<file path="src/rtl/nmr_bstrm_pls_meas.sv">
// Single-pulse bitstream measurement: counts pre-pulse low, pulse high and
// post-pulse low cycles of a synchronized input under a START/DONE handshake.
module nmr_bstrm_pls_meas #(
  parameter int IDLY_WIDTH  = 32,
  parameter int PLS_WIDTH   = 32,
  parameter int EDLY_WIDTH  = 32,
  parameter int TMO_WIDTH   = 32,
  parameter int SYNC_STAGES = 2
) (
  input  logic                  CLK,
  input  logic                  RST,
  input  logic                  START,
  output logic                  DONE,
  input  logic                  IN,
  input  logic [TMO_WIDTH-1:0]  tmo,
  output logic [IDLY_WIDTH-1:0] idly,
  output logic [PLS_WIDTH-1:0]  pls,
  output logic [EDLY_WIDTH-1:0] edly,
  output logic [3:0]            STAT
);

  localparam int CW01 = (IDLY_WIDTH > PLS_WIDTH) ? IDLY_WIDTH : PLS_WIDTH;
  localparam int CW23 = (EDLY_WIDTH > TMO_WIDTH) ? EDLY_WIDTH : TMO_WIDTH;
  localparam int CW   = (CW01 > CW23) ? CW01 : CW23;

  typedef enum logic [4:0] {
    S_IDLE      = 5'b00001,
    S_WAIT_RISE = 5'b00010,
    S_HIGH      = 5'b00100,
    S_LOW       = 5'b01000,
    S_DONE      = 5'b10000
  } state_t;

  state_t                  state_q, state_d;
  logic [SYNC_STAGES-1:0]  sync_q;
  logic                    in_s;
  logic [IDLY_WIDTH-1:0]   idly_cnt_q, idly_cnt_d;
  logic [PLS_WIDTH-1:0]    pls_cnt_q, pls_cnt_d;
  logic [EDLY_WIDTH-1:0]   edly_cnt_q, edly_cnt_d;
  logic [TMO_WIDTH-1:0]    tmo_q, tmo_d;
  logic                    sat_q, sat_d;
  logic                    done_d;
  logic [IDLY_WIDTH-1:0]   idly_d;
  logic [PLS_WIDTH-1:0]    pls_d;
  logic [EDLY_WIDTH-1:0]   edly_d;
  logic [3:0]              stat_d;
  logic                    finish;
  logic [2:0]              fin_stat;
  logic                    tmo_en, idly_hit, pls_hit, edly_hit;

  assign in_s     = sync_q[SYNC_STAGES-1];
  assign tmo_en   = (tmo_q != '0);
  assign idly_hit = tmo_en && (CW'(idly_cnt_q) == CW'(tmo_q));
  assign pls_hit  = tmo_en && (CW'(pls_cnt_q)  == CW'(tmo_q));
  assign edly_hit = tmo_en && (CW'(edly_cnt_q) == CW'(tmo_q));

  always_ff @(posedge CLK or posedge RST) begin
    if (RST) begin
      state_q    <= S_IDLE;
      sync_q     <= '0;
      idly_cnt_q <= '0;
      pls_cnt_q  <= '0;
      edly_cnt_q <= '0;
      tmo_q      <= '0;
      sat_q      <= 1'b0;
      DONE       <= 1'b0;
      idly       <= '0;
      pls        <= '0;
      edly       <= '0;
      STAT       <= '0;
    end else begin
      state_q    <= state_d;
      sync_q     <= {sync_q[SYNC_STAGES-2:0], IN};
      idly_cnt_q <= idly_cnt_d;
      pls_cnt_q  <= pls_cnt_d;
      edly_cnt_q <= edly_cnt_d;
      tmo_q      <= tmo_d;
      sat_q      <= sat_d;
      DONE       <= done_d;
      idly       <= idly_d;
      pls        <= pls_d;
      edly       <= edly_d;
      STAT       <= stat_d;
    end
  end

  // Timeout is checked before the sample, so a phase ends one edge after its
  // counter reaches tmo; that edge also loads the result registers.
  always_comb begin
    state_d    = state_q;
    idly_cnt_d = idly_cnt_q;
    pls_cnt_d  = pls_cnt_q;
    edly_cnt_d = edly_cnt_q;
    tmo_d      = tmo_q;
    sat_d      = sat_q;
    done_d     = DONE;
    idly_d     = idly;
    pls_d      = pls;
    edly_d     = edly;
    stat_d     = STAT;
    finish     = 1'b0;
    fin_stat   = 3'b000;
    case (state_q)
      S_IDLE: begin
        done_d = 1'b1;
        if (START) begin
          idly_cnt_d = '0;
          pls_cnt_d  = '0;
          edly_cnt_d = '0;
          sat_d      = 1'b0;
          tmo_d      = tmo;
          done_d     = 1'b0;
          state_d    = S_WAIT_RISE;
        end
      end
      S_WAIT_RISE: begin
        if (idly_hit) begin
          finish   = 1'b1;
          fin_stat = 3'b001;
        end else if (!in_s) begin
          if (&idly_cnt_q) sat_d = 1'b1;
          else             idly_cnt_d = idly_cnt_q + IDLY_WIDTH'(1);
        end else begin
          pls_cnt_d = PLS_WIDTH'(1);
          state_d   = S_HIGH;
        end
      end
      S_HIGH: begin
        if (pls_hit) begin
          finish   = 1'b1;
          fin_stat = 3'b010;
        end else if (in_s) begin
          if (&pls_cnt_q) sat_d = 1'b1;
          else            pls_cnt_d = pls_cnt_q + PLS_WIDTH'(1);
        end else begin
          edly_cnt_d = EDLY_WIDTH'(1);
          state_d    = S_LOW;
        end
      end
      S_LOW: begin
        if (edly_hit) begin
          finish   = 1'b1;
          fin_stat = 3'b100;
        end else if (!in_s) begin
          if (&edly_cnt_q) sat_d = 1'b1;
          else             edly_cnt_d = edly_cnt_q + EDLY_WIDTH'(1);
        end else begin
          finish = 1'b1;
        end
      end
      S_DONE: begin
        done_d = 1'b1;
        if (!START) state_d = S_IDLE;
      end
      default: begin
        state_d = S_IDLE;
        done_d  = 1'b0;
      end
    endcase
    if (finish) begin
      state_d = S_DONE;
      done_d  = 1'b1;
      idly_d  = idly_cnt_q;
      pls_d   = pls_cnt_q;
      edly_d  = edly_cnt_q;
      stat_d  = {sat_q, fin_stat};
    end
  end

endmodule
</file>
<file path="config.mk">
export PLATFORM = sky130hd
export DESIGN_NAME = nmr_bstrm_pls_meas
export DESIGN_NICKNAME = d
export VERILOG_FILES = /design/src/rtl/nmr_bstrm_pls_meas.sv
export SDC_FILE = /design/constraint.sdc
export NUM_CORES = 1
export LEC_CHECK = 0
export BUFFER_PORTS_ARGS = -buffer_cell sky130_fd_sc_hd__buf_2
export CORE_UTILIZATION = 30
export DETAILED_ROUTE_END_ITERATION = 7
export SKIP_CTS_REPAIR_TIMING = 1
export SYNTH_ARGS = -nofsm -noshare
export SYNTH_HDL_FRONTEND = slang
export SYNTH_SLANG_ARGS = --single-unit
</file>
<file path="constraint.sdc">
create_clock -name CLK -period 22.1 [get_ports CLK]
set_clock_uncertainty 0.2 [all_clocks]
set_input_delay 1.105 -clock CLK [delete_from_list [all_inputs] [get_ports CLK]]
set_output_delay 1.105 -clock CLK [all_outputs]
set_load 0.1 [all_outputs]
</file>
## Yosys cells after proc, flatten, opt, wreduce, memory -nomap -nowiden

Cells that the tools add are included.

| cells by class | value |
|---|---|
| add/subtract/negate cells | 3 |
| equality and inequality tests | 31 |
| mux-type cells | 48 |
| reductions and logical operators | 18 |

Operators by type and width:

| cell | number |
|---|---|
| two-way mux 32 bit | 14 |
| one-hot mux 32 bit (3 select lines) | 2 |
| adder 32 x 1 -> 32 bit, second input constant | 3 |
| == test 32 bit | 3 |
| AND reduction 32 bit | 3 |
| one-hot mux 32 bit (2 select lines) | 1 |
| two-way mux 5 bit | 7 |
| != test 2 bit, second input constant | 16 |
| nonzero test 32 bit | 1 |
| one-hot mux 5 bit (5 select lines) | 1 |
| AND reduction 7 bit | 3 |
| != test 3 bit, second input constant | 6 |
| two-way mux 1 bit | 17 |
| AND reduction 11 bit | 1 |
| one-hot mux 3 bit (3 select lines) | 1 |
| one-hot mux 1 bit (3 select lines) | 2 |
| nonzero test 3 bit | 2 |
| == test 5 x 1 -> 1 bit, second input constant | 1 |
| == test 5 x 2 -> 1 bit, second input constant | 1 |
| == test 5 x 3 -> 1 bit, second input constant | 1 |
| == test 5 x 4 -> 1 bit, second input constant | 1 |
| == test 5 bit, second input constant | 1 |
| AND reduction 5 bit | 1 |
| one-hot mux 1 bit (4 select lines) | 1 |
| other kinds (8) | 10 |

| word-level totals | value |
|---|---|
| register bits after elaboration | 237 |
| input bits | 36 |
| word-level logic and storage cells | 112 |

## Logic depth before layout (Yosys ltp)

| depth | value |
|---|---|
| depth after elaboration | 6 |
| mapped depth | 11 |
| mapped depth without buffers | 8 |

## Worst setup path before layout

Ideal clock, no wire load.

| timing | value |
|---|---|
| kind | register to register |
| from | register tmo_q[25] |
| to | register edly_cnt_q[9] |
| data arrival time | 2.649 ns |
| path slack | 19.155 ns |
| cell stages (with the launch flop) | 11 |
| buffers on the path | 3 |
| clock period less this slack | 2.945 ns |
| cells stage by stage | dfrtp_1 buf_6 nor4_2 nand4_1 o211a_1 a32o_1 or4b_4 or2_1 buf_6 buf_6 o31ai_1 |

| between the ends | value |
|---|---|
| word-level cells in the longest chain between the ends | 4 |
| elaborated cells on any way between the ends | 8 |
| those cells by class | eq/ne (4); reduce/logical (4) |

Ends and longest elaborated chain:

| element | line | RTL |
|---|---|---|
| from (decl) | 40 | `logic [TMO_WIDTH-1:0] tmo_q, tmo_d;` |
| from (signal assigned) | 77 | `tmo_q <= tmo_d;` |
| == test 32 bit (tied with other cells) | 55 | `assign edly_hit = tmo_en && (CW'(edly_cnt_q) == CW'(tmo_q));` |
| logical AND 1 bit (on tied branches) | 55, 54 |  |
| != test 2 bit (no line) | n/a |  |
| AND reduction 7 bit (no line) (*) | n/a |  |
| to (signal assigned) | 76 | `edly_cnt_q <= edly_cnt_d;` |
| to (decl) | 39 | `logic [EDLY_WIDTH-1:0] edly_cnt_q, edly_cnt_d;` |

Mark *: on every way between the ends. The rest lies on a longest branch, timed or not.
A chain may end at the register's enable or synchronous reset.

## Worst setup path in the final report

| timing | value |
|---|---|
| from | register state_q[1] |
| to | register edly_cnt_q[10] |

| between the ends | value |
|---|---|
| word-level cells in the longest chain between the ends | 3 |
| elaborated cells on any way between the ends | 12 |
| those cells by class | eq/ne (9); mux (1); reduce/logical (2) |

Ends and longest elaborated chain:

| element | line | RTL |
|---|---|---|
| from (decl) | 34 | `state_t state_q, state_d;` |
| from (signal assigned) | 72 | `state_q <= state_d;` |
| == test 5 x 4 -> 1 bit (tied with other cells) | 103 | `case (state_q)` |
| != test 2 bit (no line) or nonzero test 3 bit (tied branches) | n/a |  |
| AND reduction 7 bit (no line) | n/a |  |

Parallel ways exist; a longest one is shown, timed or not.

==> metrics.md <==
| Metric | Value |
|---|---|
| Initial DRC count | 798 |
| Final nets | 1348 |
| Sink Count | ~240 |
| Clock root buffer | clkbuf_16 |
| Pre-CTS setup slack | 18.01 ns |
| First-pass GRT wire length | 58000 µm |
| Clock-pin slew on the worst setup and hold paths | around 0.060 ns |
| Initial antenna violation count | 1 |
| Final TNS setup | 0 ns |
| Final period util | 18.7% |
| Die area | 41400 µm² |
| Pins Over Slew Limit | 0 |
| Sw Share | just under 40% |
| Gpl congestion | 0.974 |
| Commonest non-fill, non-tap cells in the layout | 236 x dfrtp_1, 166 x nand2_1, 136 x buf_2 |
| Flops & latches, synth | 237 |
| Sequential share of the synthesized area | 48.7% |
| Post-Syn Instances | approximately 1200 |
| Dominant synthesized flop cell | dfrtp_1 |
| NetSw | 541 µW |
| RSZ-0062 raised after global routing | no |
| DRT Wirelength | ~37000 µm |
| CTS tree | yes |
| Static leakage | around 0.0066 µW |
| Worst EP required | 22.29 ns |
| Largest net degree at the start of global routing | 117 |
| Vias post-DR | 9843 |
| DR DRC count | 0 |
| Skew-Pair Late Insertion Delay | between 0.5 and 0.6 ns |
| Worst reg2reg path depth | 7 |
| Synthesized cell area | 12200 µm² |
| Status | complete, no violations |
| Final setup fails | 0 |
| TritonCTS Buffers | 27 |
| CTS H-tree lvls | 1 |
| Mean Syn Cell Area | roughly 9.8 µm² |
| Vias in the first global route | 9605 |
| Overall Power | 1390 µW |
| First-pass iteration count of the detailed router | 5 |
| Critical path fanouts, max | 41 |
| Die X | around 200 µm |
| Die height | roughly 200 µm |
| Gr ovfl total | 0 |
| Critical Path End Type | flip-flop |
| Hold path cells | 0 |
| Core area | ~40000 µm² |
| All-layer global routing usage | 18.0% |
| Final Hold Fails | 0 |
| Cell Rows | 73 |
| Routed Antenna Nets | 0 |
| Fillers | 4074 |
| Async set or reset register ratio after synthesis | 100% |
| Port Buffers | roughly 140 |
| Wire per inst | 20.0 µm |
| Synth-to-Final Area Change | 14.8% |
| Post-synth EDFFs | 0 |
| Min Tclk post-route | 4.13 ns |
| Max-Slew Margin vs Limit | 29.4% |
| Critical Path Source Type | flip-flop |
| Layout cells sized above 1 | 22.7% |
| Most common cell after layout, fill and taps aside | dfrtp_1 |
| Pwr Density | slightly below 100 nW/µm² |
| Min-Delay Path Class | reg -> reg |
| VDD IR-drop max | about 0.054 mV |
| Post-DP HPWL | 26300 µm |
| Initial core utilization | 30.5% |
| IO Count | roughly 140 |
| Seq pwr share | 42.4% |
| Setup Crit Path Kind | reg -> reg |
| Syn Nets | about 1300 |
| Worst Tran Pin Value | approximately 1.1 ns |
| Final Worst Setup Slack | 17.97 ns |
| Critical path arrival | 4.32 ns |
| Clock share of power | between 30% and 40% |
| Pint | 845 µW |
| Fmax | around 240 MHz |
| Max Cap Violations | 0 |
| Comb power frac | roughly 25% |
| Via density | 5.31 |
| Ys Warns | 0 |
| Distinct cell type count after synthesis | 57 |
| Clock Tree Buf Depth | 3 |
| Smallest hold slack | about 0.15 ns |
[stage by stage]
stage               util, %  cells  area, µm²
floorplan                 -   1245      12200
global placement       32.8   1805      13100
detailed placement     32.8   1805      13100
CTS                    35.0   1853      14000
global route           35.0   1853      14000
finish                 35.0   1854      14000
[cells in the mapped netlist (11+ instances only)]
cell / instances / area share [%]
or3_1: 21 / 1.1
nand2_1: 166 / 5.1
nand3_1: 50 / 2.1
a31oi_1: 15 / 0.77
nand4_1: 44 / 2.3
nor4_1: 36 / 1.9
o21ai_0: 90 / 3.7
and3_1: 14 / 0.72
o41ai_1: 11 / 0.79
dfrtp_1: 236 / 49
xor2_1: 68 / 4.9
mux2_2: 90 / 8.3
nor2_1: 60 / 1.9
nand2b_1: 11 / 0.57
xnor2_1: 34 / 2.4
a21oi_1: 43 / 1.8
o31ai_1: 33 / 2.0
and2_1: 14 / 0.72
clkbuf_1: 78 / 2.4
inv_1: 13 / 0.40
buf_2: 18 / 0.74
nor3_1: 14 / 0.58
[flip-flops by register name, summed over array words and instances, names as in the netlist]
signal,flops
idly_cnt_q,32
sat_q,1
DONE,1
edly,32
idly,32
state_q,5
edly_cnt_q,32
tmo_q,32
STAT,4
pls,32
sync_q,2
pls_cnt_q,32
[routing by layer]
layer,GRT usage (%),part of all wire (%),vias to the layer above
met3,3.44,6.7,62
met1,25.1,45,4926
met5,0,0,-
li1,-,-,4552
met2,28.8,46,303
met4,4.11,2.2,0
[critical path, cell delays in order (launching register included)]
cell and delay, ns:
dfrtp_1 0.42, or3_4 0.43, nor2_1 0.72, o2111ai_1 0.27, nor4_2 0.58, or4b_4 0.50, or2_1 0.66, o21ai_0 0.19
[path summary, 6_finish.rpt]
check                           start             end  slack (ns)
max                        state_q[1]  edly_cnt_q[10]       17.97
min                         sync_q[0]       sync_q[1]        0.15
max reg2reg                state_q[1]  edly_cnt_q[10]       17.97
min reg2reg                 sync_q[0]       sync_q[1]        0.15
max in group asynchronous         RST   edly_cnt_q[0]       19.04
min in group asynchronous         RST         pls[12]        0.51
[final cells by class]
| cell class | instances | area, µm² | area share, % |
|---|---|---|---|
| flip-flops and latches | 237 | 5930 | 42.5 |
| multi-input cells | 885 | 5700 | 40.8 |
| repair buffers | 145 | 748 | 5.36 |
| clock buffers | 33 | 728 | 5.21 |
| well taps | 525 | 657 | 4.70 |
| clock inverters | 15 | 148 | 1.06 |
| inverters | 13 | 56.3 | 0.403 |
| diodes | 1 | 2.50 | 0.0179 |
[kinds of logic (layout without fill, tap and decap cells)]
logic type | Yosys count | in the layout | synth area share [%]
other | 0 | 1 | 0
and+or+nand+nor | 470 | 470 | 19.7
DFF | 237 | 237 | 48.7
adders and majority gates | 3 | 3 | 0.308
muxes | 91 | 91 | 8.41
buffers and inverters | 123 | 206 | 4.49
xor gates and xnor gates | 102 | 102 | 7.34
AOI/OAI and AO/OA | 219 | 219 | 11.0
[power by group through the flow]
stage               Sequential [µW]  Clock (µW)  Combinational (µW)
floorplan                       540           0                 300
global placement                591           0                 349
detailed placement              593           0                 352
CTS                             585         456                 355
global route                    589         475                 389
finish                          588         446                 353
Power figures use the tool's default switching activity.
